**config.mk**
```make
export PLATFORM = sky130hd
export DESIGN_NAME = dcache_wr_buf_flat
export DESIGN_NICKNAME = d
export VERILOG_FILES = /design/src/rtl/dcache_wr_buf_if.sv /design/src/rtl/dcache_wr_buf.sv /design/src/flat_wrapper.sv
export SDC_FILE = /design/constraint.sdc
export NUM_CORES = 1
export LEC_CHECK = 0
export CAP_MARGIN = 20
export CORE_UTILIZATION = 55
export DETAILED_ROUTE_END_ITERATION = 7
export GPL_ROUTABILITY_DRIVEN = 0
export GPL_TIMING_DRIVEN = 1
export MAX_ROUTING_LAYER = met4
export PLACE_DENSITY = 0.76
export SYNTH_ARGS = -nofsm -noshare
export SYNTH_HDL_FRONTEND = slang
export SYNTH_SLANG_ARGS = --single-unit
```
**constraint.sdc**
```tcl
create_clock -name clk -period 7 [get_ports clk]
set_input_delay 1.75 -clock clk [delete_from_list [all_inputs] [get_ports clk]]
set_output_delay 1.75 -clock clk [all_outputs]
set_load 0.01 [all_outputs]
```
**src/rtl/dcache_wr_buf_if.sv**
```systemverilog
// Bus bundle between the D-cache, the write buffer and the AXI write engine.
// slave = buffer side, master = environment driving the buffer.
interface dcache_wr_buf_if #(
    parameter int D_LINE_WIDTH = 128
);
    logic                    in_req;
    logic                    in_rdy;
    logic                    in_burst;
    logic [D_LINE_WIDTH-1:0] in_data;
    logic [31:0]             in_addr;
    logic [1:0]              in_size;
    logic [3:0]              in_strb;
    logic                    wr_req;
    logic                    wr_rdy;
    logic                    burst;
    logic [D_LINE_WIDTH-1:0] data;
    logic [31:0]             addr;
    logic [1:0]              size;
    logic [3:0]              strb;
    logic                    wr_idle;
    logic [31:0]             rd_addr;
    logic                    rd_hit;
    logic                    all_idle;

    modport slave (
        input  in_req, in_burst, in_data, in_addr, in_size, in_strb,
        input  wr_rdy, wr_idle, rd_addr,
        output in_rdy, wr_req, burst, data, addr, size, strb, rd_hit, all_idle
    );

    modport master (
        output in_req, in_burst, in_data, in_addr, in_size, in_strb,
        output wr_rdy, wr_idle, rd_addr,
        input  in_rdy, wr_req, burst, data, addr, size, strb, rd_hit, all_idle
    );
endinterface

```
**src/rtl/dcache_wr_buf.sv**
```systemverilog
// In-order write buffer between D-cache and axi_wr with line-address hazard check.
// Optional store merging into the tail entry is enabled by defining WR_BUF_MERGE_EN.
module dcache_wr_buf #(
    parameter int D_BYTES_PER_LINE = 16,
    parameter int D_LINE_WIDTH     = D_BYTES_PER_LINE * 8,
    parameter int DEPTH            = 4,
    parameter int PTR_WIDTH        = $clog2(DEPTH),
    parameter int OFS_WIDTH        = $clog2(D_BYTES_PER_LINE)
) (
    input  logic             clk,
    input  logic             resetn,
    dcache_wr_buf_if.slave   bus
);
    localparam logic [PTR_WIDTH-1:0] PTR_ONE    = PTR_WIDTH'(1'b1);
    localparam logic [PTR_WIDTH:0]   CNT_ONE    = (PTR_WIDTH+1)'(1'b1);
    localparam logic [PTR_WIDTH:0]   COUNT_FULL = (PTR_WIDTH+1)'(DEPTH);

    logic [PTR_WIDTH-1:0]    rptr_q, rptr_d;
    logic [PTR_WIDTH-1:0]    wptr_q, wptr_d;
    logic [PTR_WIDTH:0]      count_q, count_d;
    logic                    rdy_en_q;

    logic                    burst_q [DEPTH];
    logic [31:0]             addr_q  [DEPTH];
    logic [1:0]              size_q  [DEPTH];
    logic [3:0]              strb_q  [DEPTH];
    logic [D_LINE_WIDTH-1:0] data_q  [DEPTH];

    logic                    pop_s;
    logic                    mergeable_s;
    logic                    in_rdy_s;
    logic                    push_s;
    logic                    alloc_s;
    logic                    merge_do_s;
    logic                    hit_s;
    logic [PTR_WIDTH-1:0]    hit_idx_s;

    // Handshake decode: pop whenever axi_wr is ready and something is queued.
    always_comb begin
        pop_s      = (count_q != '0) & bus.wr_rdy;
        in_rdy_s   = rdy_en_q & ((count_q != COUNT_FULL) | mergeable_s);
        push_s     = bus.in_req & in_rdy_s;
        alloc_s    = push_s & ~mergeable_s;
        merge_do_s = push_s & mergeable_s;
    end

`ifdef WR_BUF_MERGE_EN
    logic [PTR_WIDTH-1:0] tail_ptr_s;

    // A word store to the same word as a non-departing single-store tail folds into it.
    always_comb begin
        tail_ptr_s  = wptr_q - PTR_ONE;
        mergeable_s = 1'b0;
        if ((count_q != '0) && !bus.in_burst && (bus.in_size == 2'b10) &&
            !burst_q[tail_ptr_s] && (size_q[tail_ptr_s] == 2'b10) &&
            (addr_q[tail_ptr_s][31:2] == bus.in_addr[31:2]) &&
            ((count_q > CNT_ONE) || !pop_s)) begin
            mergeable_s = 1'b1;
        end else begin
            mergeable_s = 1'b0;
        end
    end
`else
    assign mergeable_s = 1'b0;
`endif

    // Pointer and occupancy next-state.
    always_comb begin
        rptr_d  = rptr_q;
        wptr_d  = wptr_q;
        count_d = count_q;
        if (pop_s) begin
            rptr_d = rptr_q + PTR_ONE;
        end else begin
            rptr_d = rptr_q;
        end
        if (alloc_s) begin
            wptr_d = wptr_q + PTR_ONE;
        end else begin
            wptr_d = wptr_q;
        end
        if (alloc_s && !pop_s) begin
            count_d = count_q + CNT_ONE;
        end else if (!alloc_s && pop_s) begin
            count_d = count_q - CNT_ONE;
        end else begin
            count_d = count_q;
        end
    end

    // Control state; in_rdy stays low until the first clock after reset release.
    always_ff @(posedge clk or negedge resetn) begin
        if (!resetn) begin
            rptr_q   <= '0;
            wptr_q   <= '0;
            count_q  <= '0;
            rdy_en_q <= 1'b0;
        end else begin
            rptr_q   <= rptr_d;
            wptr_q   <= wptr_d;
            count_q  <= count_d;
            rdy_en_q <= 1'b1;
        end
    end

    // Entry storage, deliberately not reset.
    always_ff @(posedge clk) begin
        if (alloc_s) begin
            burst_q[wptr_q] <= bus.in_burst;
            addr_q[wptr_q]  <= bus.in_addr;
            size_q[wptr_q]  <= bus.in_size;
            strb_q[wptr_q]  <= bus.in_strb;
            data_q[wptr_q]  <= bus.in_data;
        end
`ifdef WR_BUF_MERGE_EN
        else if (merge_do_s) begin
            for (int i = 0; i < 4; i++) begin
                if (bus.in_strb[i]) begin
                    data_q[tail_ptr_s][8*i +: 8] <= bus.in_data[8*i +: 8];
                end
            end
            strb_q[tail_ptr_s] <= strb_q[tail_ptr_s] | bus.in_strb;
        end
`endif
    end

    // Hazard: any valid entry (including one leaving now) or the incoming one on the same line.
    always_comb begin
        hit_s     = push_s & (bus.in_addr[31:OFS_WIDTH] == bus.rd_addr[31:OFS_WIDTH]);
        hit_idx_s = rptr_q;
        for (int k = 0; k < DEPTH; k++) begin
            hit_idx_s = rptr_q + PTR_WIDTH'(k);
            hit_s     = hit_s | (((PTR_WIDTH+1)'(k) < count_q) &&
                        (addr_q[hit_idx_s][31:OFS_WIDTH] == bus.rd_addr[31:OFS_WIDTH]));
        end
    end

    assign bus.in_rdy   = in_rdy_s;
    assign bus.wr_req   = pop_s;
    assign bus.burst    = burst_q[rptr_q];
    assign bus.addr     = addr_q[rptr_q];
    assign bus.size     = size_q[rptr_q];
    assign bus.strb     = strb_q[rptr_q];
    assign bus.data     = data_q[rptr_q];
    assign bus.rd_hit   = hit_s;
    assign bus.all_idle = (count_q == '0) & bus.wr_idle;
endmodule
```
**src/flat_wrapper.sv**
```systemverilog
// flat-port wrapper written by rule: the top's interface ports become plain ports
module dcache_wr_buf_flat 
#(
    parameter int D_BYTES_PER_LINE = 16,
    parameter int D_LINE_WIDTH     = D_BYTES_PER_LINE * 8,
    parameter int DEPTH            = 4,
    parameter int PTR_WIDTH        = $clog2(DEPTH),
    parameter int OFS_WIDTH        = $clog2(D_BYTES_PER_LINE)
)
  (clk, resetn, bus_in_req, bus_in_burst, bus_in_data, bus_in_addr, bus_in_size, bus_in_strb, bus_wr_rdy, bus_wr_idle, bus_rd_addr, bus_in_rdy, bus_wr_req, bus_burst, bus_data, bus_addr, bus_size, bus_strb, bus_rd_hit, bus_all_idle);
  dcache_wr_buf_if #(.D_LINE_WIDTH(D_LINE_WIDTH)) bus_i ();
  input  logic clk;
  input  logic resetn;
  input wire logic [$bits(bus_i.in_req)-1:0] bus_in_req;
  input wire logic [$bits(bus_i.in_burst)-1:0] bus_in_burst;
  input wire logic [$bits(bus_i.in_data)-1:0] bus_in_data;
  input wire logic [$bits(bus_i.in_addr)-1:0] bus_in_addr;
  input wire logic [$bits(bus_i.in_size)-1:0] bus_in_size;
  input wire logic [$bits(bus_i.in_strb)-1:0] bus_in_strb;
  input wire logic [$bits(bus_i.wr_rdy)-1:0] bus_wr_rdy;
  input wire logic [$bits(bus_i.wr_idle)-1:0] bus_wr_idle;
  input wire logic [$bits(bus_i.rd_addr)-1:0] bus_rd_addr;
  output wire logic [$bits(bus_i.in_rdy)-1:0] bus_in_rdy;
  output wire logic [$bits(bus_i.wr_req)-1:0] bus_wr_req;
  output wire logic [$bits(bus_i.burst)-1:0] bus_burst;
  output wire logic [$bits(bus_i.data)-1:0] bus_data;
  output wire logic [$bits(bus_i.addr)-1:0] bus_addr;
  output wire logic [$bits(bus_i.size)-1:0] bus_size;
  output wire logic [$bits(bus_i.strb)-1:0] bus_strb;
  output wire logic [$bits(bus_i.rd_hit)-1:0] bus_rd_hit;
  output wire logic [$bits(bus_i.all_idle)-1:0] bus_all_idle;
  assign bus_i.in_req = bus_in_req;
  assign bus_i.in_burst = bus_in_burst;
  assign bus_i.in_data = bus_in_data;
  assign bus_i.in_addr = bus_in_addr;
  assign bus_i.in_size = bus_in_size;
  assign bus_i.in_strb = bus_in_strb;
  assign bus_i.wr_rdy = bus_wr_rdy;
  assign bus_i.wr_idle = bus_wr_idle;
  assign bus_i.rd_addr = bus_rd_addr;
  assign bus_in_rdy = bus_i.in_rdy;
  assign bus_wr_req = bus_i.wr_req;
  assign bus_burst = bus_i.burst;
  assign bus_data = bus_i.data;
  assign bus_addr = bus_i.addr;
  assign bus_size = bus_i.size;
  assign bus_strb = bus_i.strb;
  assign bus_rd_hit = bus_i.rd_hit;
  assign bus_all_idle = bus_i.all_idle;
  dcache_wr_buf #(.D_BYTES_PER_LINE(D_BYTES_PER_LINE), .D_LINE_WIDTH(D_LINE_WIDTH), .DEPTH(DEPTH), .PTR_WIDTH(PTR_WIDTH), .OFS_WIDTH(OFS_WIDTH)) u_core (.clk(clk), .resetn(resetn), .bus(bus_i));
endmodule
```
# ---- Yosys cells after proc, flatten, opt, wreduce, memory -nomap -nowiden
# Memory sizes are Yosys's and may differ from the RTL's.
# Cells that the tools add are included.
dict set report totals {
  register_bits 8
  mem_bits_rw 668
  in_bits 204
  out_inout_bits 171
  mem_count 5
}
dict set report op_classes {
  add_sub_neg 6
  n_lt_le_gt_ge 4
  eq_ne 6
  n_mux 4
  n_bitwise 9
  reduce_logical 11
}
# memory depth width read_ports rd_clocked_by_memory_dff write_ports line_no
set memory_table {}
lappend memory_table {u_core.data_q 4 128 1 0 1 dcache_wr_buf.sv:27} ;# logic [D_LINE_WIDTH-1:0] data_q [DEPTH];
lappend memory_table {u_core.addr_q 4 32 4 0 1 dcache_wr_buf.sv:24} ;# logic [31:0] addr_q [DEPTH];
lappend memory_table {u_core.strb_q 4 4 1 0 1 dcache_wr_buf.sv:26} ;# logic [3:0] strb_q [DEPTH];
lappend memory_table {u_core.size_q 4 2 1 0 1 dcache_wr_buf.sv:25} ;# logic [1:0] size_q [DEPTH];
lappend memory_table {u_core.burst_q 4 1 1 0 1 dcache_wr_buf.sv:23} ;# logic burst_q [DEPTH];
# cell count
set ops {}
lappend ops {{== test 28 bit} 5}
lappend ops {{logical AND 1 bit} 6}
lappend ops {{less-than comparator 1 x 3 -> 1 bit (first input constant)} 2}
lappend ops {{less-than comparator 2 x 3 -> 1 bit (first input constant)} 2}
lappend ops {{2-to-1 mux 3 bit} 2}
lappend ops {{bitwise AND 1 bit} 5}
lappend ops {{adder 2 x 1 -> 2 bit (second input constant)} 2}
lappend ops {{adder 2 bit (second input constant)} 2}
lappend ops {{bitwise OR 1 bit} 4}
lappend ops {{adder 3 x 1 -> 3 bit (second input constant)} 1}
lappend ops {{zero test 3 bit} 1}
lappend ops {{!= test 3 bit (second input constant)} 1}
lappend ops {{nonzero test 3 bit} 1}
lappend ops {{subtractor 3 x 1 -> 3 bit (second input constant)} 1}
lappend ops {{zero test 1 bit} 2}
lappend ops {{2-to-1 mux 1 bit} 2}
lappend ops {{nonzero test 2 bit} 1}

# ---- Depth between registers and ports, before layout
# Gate-level depths: netlist of run 1.
dict set report depth {
  depth_word 8
  ltp_mapped 12
  mapped_depth_nobuf 9
}

# ---- Worst setup path before layout of run 1
# OpenSTA, ideal clock, no wires.
dict set report synth_path {
  path_type {input -> register}
  from {input bus_in_req}
  to {memory u_core.addr_q[3][0], enable pin}
  setup_ns 0.548
  arrival_ns 5.626
  t_required_ns 6.452
  slack_ns 0.826
  stages 1
  path_buffers 0
  path_cell_list {and3_1}
}
dict set report synth_between {
  elab_chain_len 3
}
# element line_no
set synth_rtl {}
lappend synth_rtl {{start: declaration} flat_wrapper.sv:14} ;# input wire logic [$bits(bus_i.in_req)-1:0] bus_in_req;
lappend synth_rtl {{bitwise AND 1 bit} dcache_wr_buf.sv:42} ;# push_s = bus.in_req & in_rdy_s;
lappend synth_rtl {{2-to-1 mux 1 bit} dcache_wr_buf.sv:108} ;# if (alloc_s) begin
lappend synth_rtl {{2-to-1 mux 1 bit (implied by the code)} dcache_wr_buf.sv:110} ;# addr_q[wptr_q] <= bus.in_addr;
lappend synth_rtl {{end: declaration} dcache_wr_buf.sv:24}
# No other way between the ends.

# ---- Worst setup path in the final report of run 1
dict set report layout_path {
  from {register u_core.rptr_q[1]}
  to {output bus_rd_hit}
}
dict set report layout_between {
  elab_chain_len 7
  elab_cells_between_ends 16
  classes_between {add/sub (3); eq/ne (4); bitwise (4); reduce/logical (4); memory (1)}
}
# element line_no
set layout_rtl {}
lappend layout_rtl {{start: declaration} dcache_wr_buf.sv:18} ;# logic [PTR_WIDTH-1:0] rptr_q, rptr_d;
lappend layout_rtl {{start signal: assignment} dcache_wr_buf.sv:99} ;# rptr_q <= rptr_d;
lappend layout_rtl {{adder 2 x 1 -> 2 bit / memory (4 x 32 bit) (equally long branches)} -}
lappend layout_rtl {{memory (4 x 32 bit) *} -}
lappend layout_rtl {{== test 28 bit / logical AND 1 bit (equally long branches)} {dcache_wr_buf.sv:134, dcache_wr_buf.sv:133}}
lappend layout_rtl {{logical AND 1 bit / bitwise OR 1 bit (equally long branches)} dcache_wr_buf.sv:133} ;# hit_s = hit_s | (((PTR_WIDTH+1)'(k) < count_q) &&
lappend layout_rtl {{bitwise OR 1 bit (2 in a row)} dcache_wr_buf.sv:133}
lappend layout_rtl {{bitwise OR 1 bit *} dcache_wr_buf.sv:133}
lappend layout_rtl {{end: declaration} flat_wrapper.sv:30} ;# output wire logic [$bits(bus_i.rd_hit)-1:0] bus_rd_hit;
# Every way passes the cells marked *; elsewhere a longest branch is shown, timed or not.

==> flow_summary.toml, run 1 <==
[run_status]
status = "complete, no violations"

[synthesis]
ys_warn_count = 0
synth_ff_type = "edfxtp_1"
async_flop_share_pct = 1.18
syn_inst = 1397
synth.cell_area_um2 = 28400
synth_nets = 1610
synth.avg_cell_area_um2 = 20.3
synth-edff-count = 668
synth_cell_types = 53
ys_seq_area_share_pct = 71.4
ys_ff_latch = 676

[final_layout]
regArea_um2 = 20300
finalNetCount = 1990
multiInputGateArea_um2 = 7670
fillers = 3149
syn_to_final_growth_pct = 23.6
drive_gt1_share_pct = 18.0

[power_and_ir_drop]
irDropWorstVdd_mv = 0.319
power_density_nw_per_um2 = 398
leakagePower_uw = 0.0115
design_power_total_uw = 14000

[hold_path]
hold_end = "u_core.count_q[1]"
hold_path_depth = 2
min_path_type = "flop to flop"
holdCritStartpoint = "u_core.count_q[1]"

[die]
die_area_um2 = 52500
initial_utilization_pct = 56.1
die_h_um = 229
pin_count = 375
fp-row-count = 82
coreArea_um2 = 50600
dieWidth_um = 229

[clocking]
clock_path_buffers = 3
clock_latency_ps = 600
cts-root-buf = "clkbuf_16"
clkSinkCount = 676
cts.clk_slew.worst_paths_ps = 60
cts_made_buffers = 70
cts_hold_buffers = 0
htreeDepth = 3
cts.repair.resized = 0
cts_tree = "done"
cts_setup_buffers = 0

[timing]
max_freq_mhz = 152
slew_headroom_pct = 32.3
finalSetupViolations = 0
tns_ps = 0
skew_ps = 23.8
rsz0062_at_grt = "no"
post-route-period-util_pct = 93.9
tightest_slew_ps = 1020
hold_violations = 0
finalMaxSlewViolations = 0
fin_crit_ps = 6570

[global_route]
grt_max_degree = 111
grt_pass1_vias = 15600
grt_pass1_wl_um = 97200
grt_remaining_overflow = 0
antenna_found_initial = 14
grt.total_usage_pct = 26.0

[placement]
dp_hpwl_um = 42400
place.port_buffers = 370

[critical_path]
worstPathRequired_ps = 5250
cp-start-kind = "flop"
rr_startpoint = "u_core.count_q[0]"
setup.worst_path.end_class = "primary output"
worstPathArrival_ps = 4820
r2r-end = "u_core.data_q[3][75]"
crit_type = "flop to primary output"
crit_fanout = 63
rrSetupSlack_ps = 3870
reg2reg_depth = 5

[detailed_routing]
via_per_inst = 5.97
initialDrtViolationCount = 1287
detailedRoute.firstPassIterationCount = 7
wire_per_inst_um = 26.1
wirelength_um = 65700
num_vias = 15000
drc = 0
ant_nets = 0

[job]
max_cap_violations = 0
flip-flops by register name, summed over array words and instances (netlist names):
register and cells:
u_core.addr_q 128, u_core.data_q 512, u_core.rptr_q 2, u_core.size_q 8, u_core.count_q 3, u_core.strb_q 16
u_core.rdy_en_q 1, u_core.burst_q 4, u_core.wptr_q 2
worst max path at each step:
stage,start,to,cells past startpoint
final,u_core.rptr_q[1],bus_rd_hit,9
after global routing,u_core.rptr_q[1],bus_rd_hit,9
after CTS,bus_rd_addr[14],bus_rd_hit,8
after detailed placement,bus_rd_addr[14],bus_rd_hit,8
after global placement,bus_rd_addr[14],bus_rd_hit,8
after floorplan,bus_in_req,u_core.addr_q[3][0],1
where the power goes:
part	total [uW]	switching, uW	internal [uW]
Clock	3620	1480	2140
Sequential	5180	265	4910
Combinational	5150	2500	2650
Total	14000	4250	9710
layout make-up:
cell class	count	share of cell area [%]
tap	672	2.40
sequential	676	57.7
clock inverter	36	1.02
clock buffer	90	5.39
multi-input combinational	621	21.9
timing repair buffer	397	11.4
inverter	11	0.118
antenna	14	0.0998
critical path: stages, from the launching register on:
cell and delay (ps):
dfrtp_4 1050, buf_4 650, mux2i_1 540, xnor2_1 120, nor3_1 140, a21oi_1 80, or4_1 530, nor4_1 280
a311o_1 230, clkdlybuf4s50_1 560
routing by layer:
metal  wire (um)  share of wire (%)  GRT usage, %  vias up
met1       24400                 37          31.2     7716
met2       33100                 50          41.3      628
met4        2080                3.2          9.90        0
li1            -                  -             -     6551
met5           0                  0             -        -
met3        6150                9.4          8.28      129
layout by cell type (no fill, tap or decap), types with 10 or more instances in the layout:
cell type | synthesis | layout
clkdlybuf4s50_1 | 0 | 370
nand2_1 | 19 | 19
xor2_1 | 62 | 62
nor2_1 | 22 | 22
clkinv_2 | 0 | 14
clkbuf_1 | 42 | 17
mux2_2 | 10 | 10
o21ai_0 | 12 | 12
edfxtp_1 | 668 | 668
mux4_2 | 182 | 182
a21oi_1 | 13 | 13
xnor2_1 | 71 | 71
inv_1 | 10 | 10
nor4_1 | 17 | 17
clkbuf_16 | 0 | 73
mux2i_1 | 109 | 109
diode_2 | 0 | 14
buf_4 | 12 | 20
nand4_1 | 14 | 14
cell usage after synthesis (all sizes together) (3+ instances only):
cell type / number / area (um2)
o21ai: 12 / 60.1
nand2: 19 / 71.3
mux2i: 110 / 1100
nor3: 6 / 30.0
nand3: 5 / 25.0
ha: 9 / 113
nor2: 22 / 82.6
o22ai: 5 / 31.3
mux4: 182 / 4100
edfxtp: 668 / 20100
xnor2: 71 / 622
nor4: 17 / 106
dfrtp: 8 / 200
and3: 4 / 25.0
xor2: 62 / 543
a21oi: 13 / 65.1
a2111oi: 6 / 55.1
a31oi: 6 / 37.5
inv: 11 / 41.3
nand4: 14 / 87.6
clkbuf: 42 / 158
buf: 47 / 278
or4: 3 / 22.5
a221oi: 9 / 78.8
a211oi: 4 / 30.0
mux2: 11 / 124
cell families after synthesis:
group,Yosys count,synth area share [%]
XOR/XNOR,133,4.10
AO/OA/AOI/OAI,75,1.86
multiplexers,303,18.8
adder cells (fa/ha/maj),9,0.397
AND/OR/NAND/NOR,100,1.82
flip-flops,676,71.4
buffers and inverters,100,1.68
other,1,0.0132
stage by stage:
| stage | setup slack, ps | hold WS [ps] | instances | utilization (%) | cell area [um2] |
|---|---|---|---|---|---|
| finish | 429 | 594 | 2517 | 69.4 | 35100 |
| global route | 158 | 633 | 2517 | 69.4 | 35100 |
| CTS | 484 | 578 | 2503 | 69.3 | 35100 |
| detailed placement | 488 | 564 | 2377 | 64.9 | 32800 |
| global placement | 518 | 546 | 2377 | 64.9 | 32800 |
| floorplan | 826 | 515 | 1397 | - | 28400 |
No activity file was read; power rests on OpenSTA's default activity.
==> run 2: changes to the inputs <==
CAP_MARGIN = 5   (was 20)
==> results of run 2 <==
Final layout, timing and power as in run 1 (identical DEF).
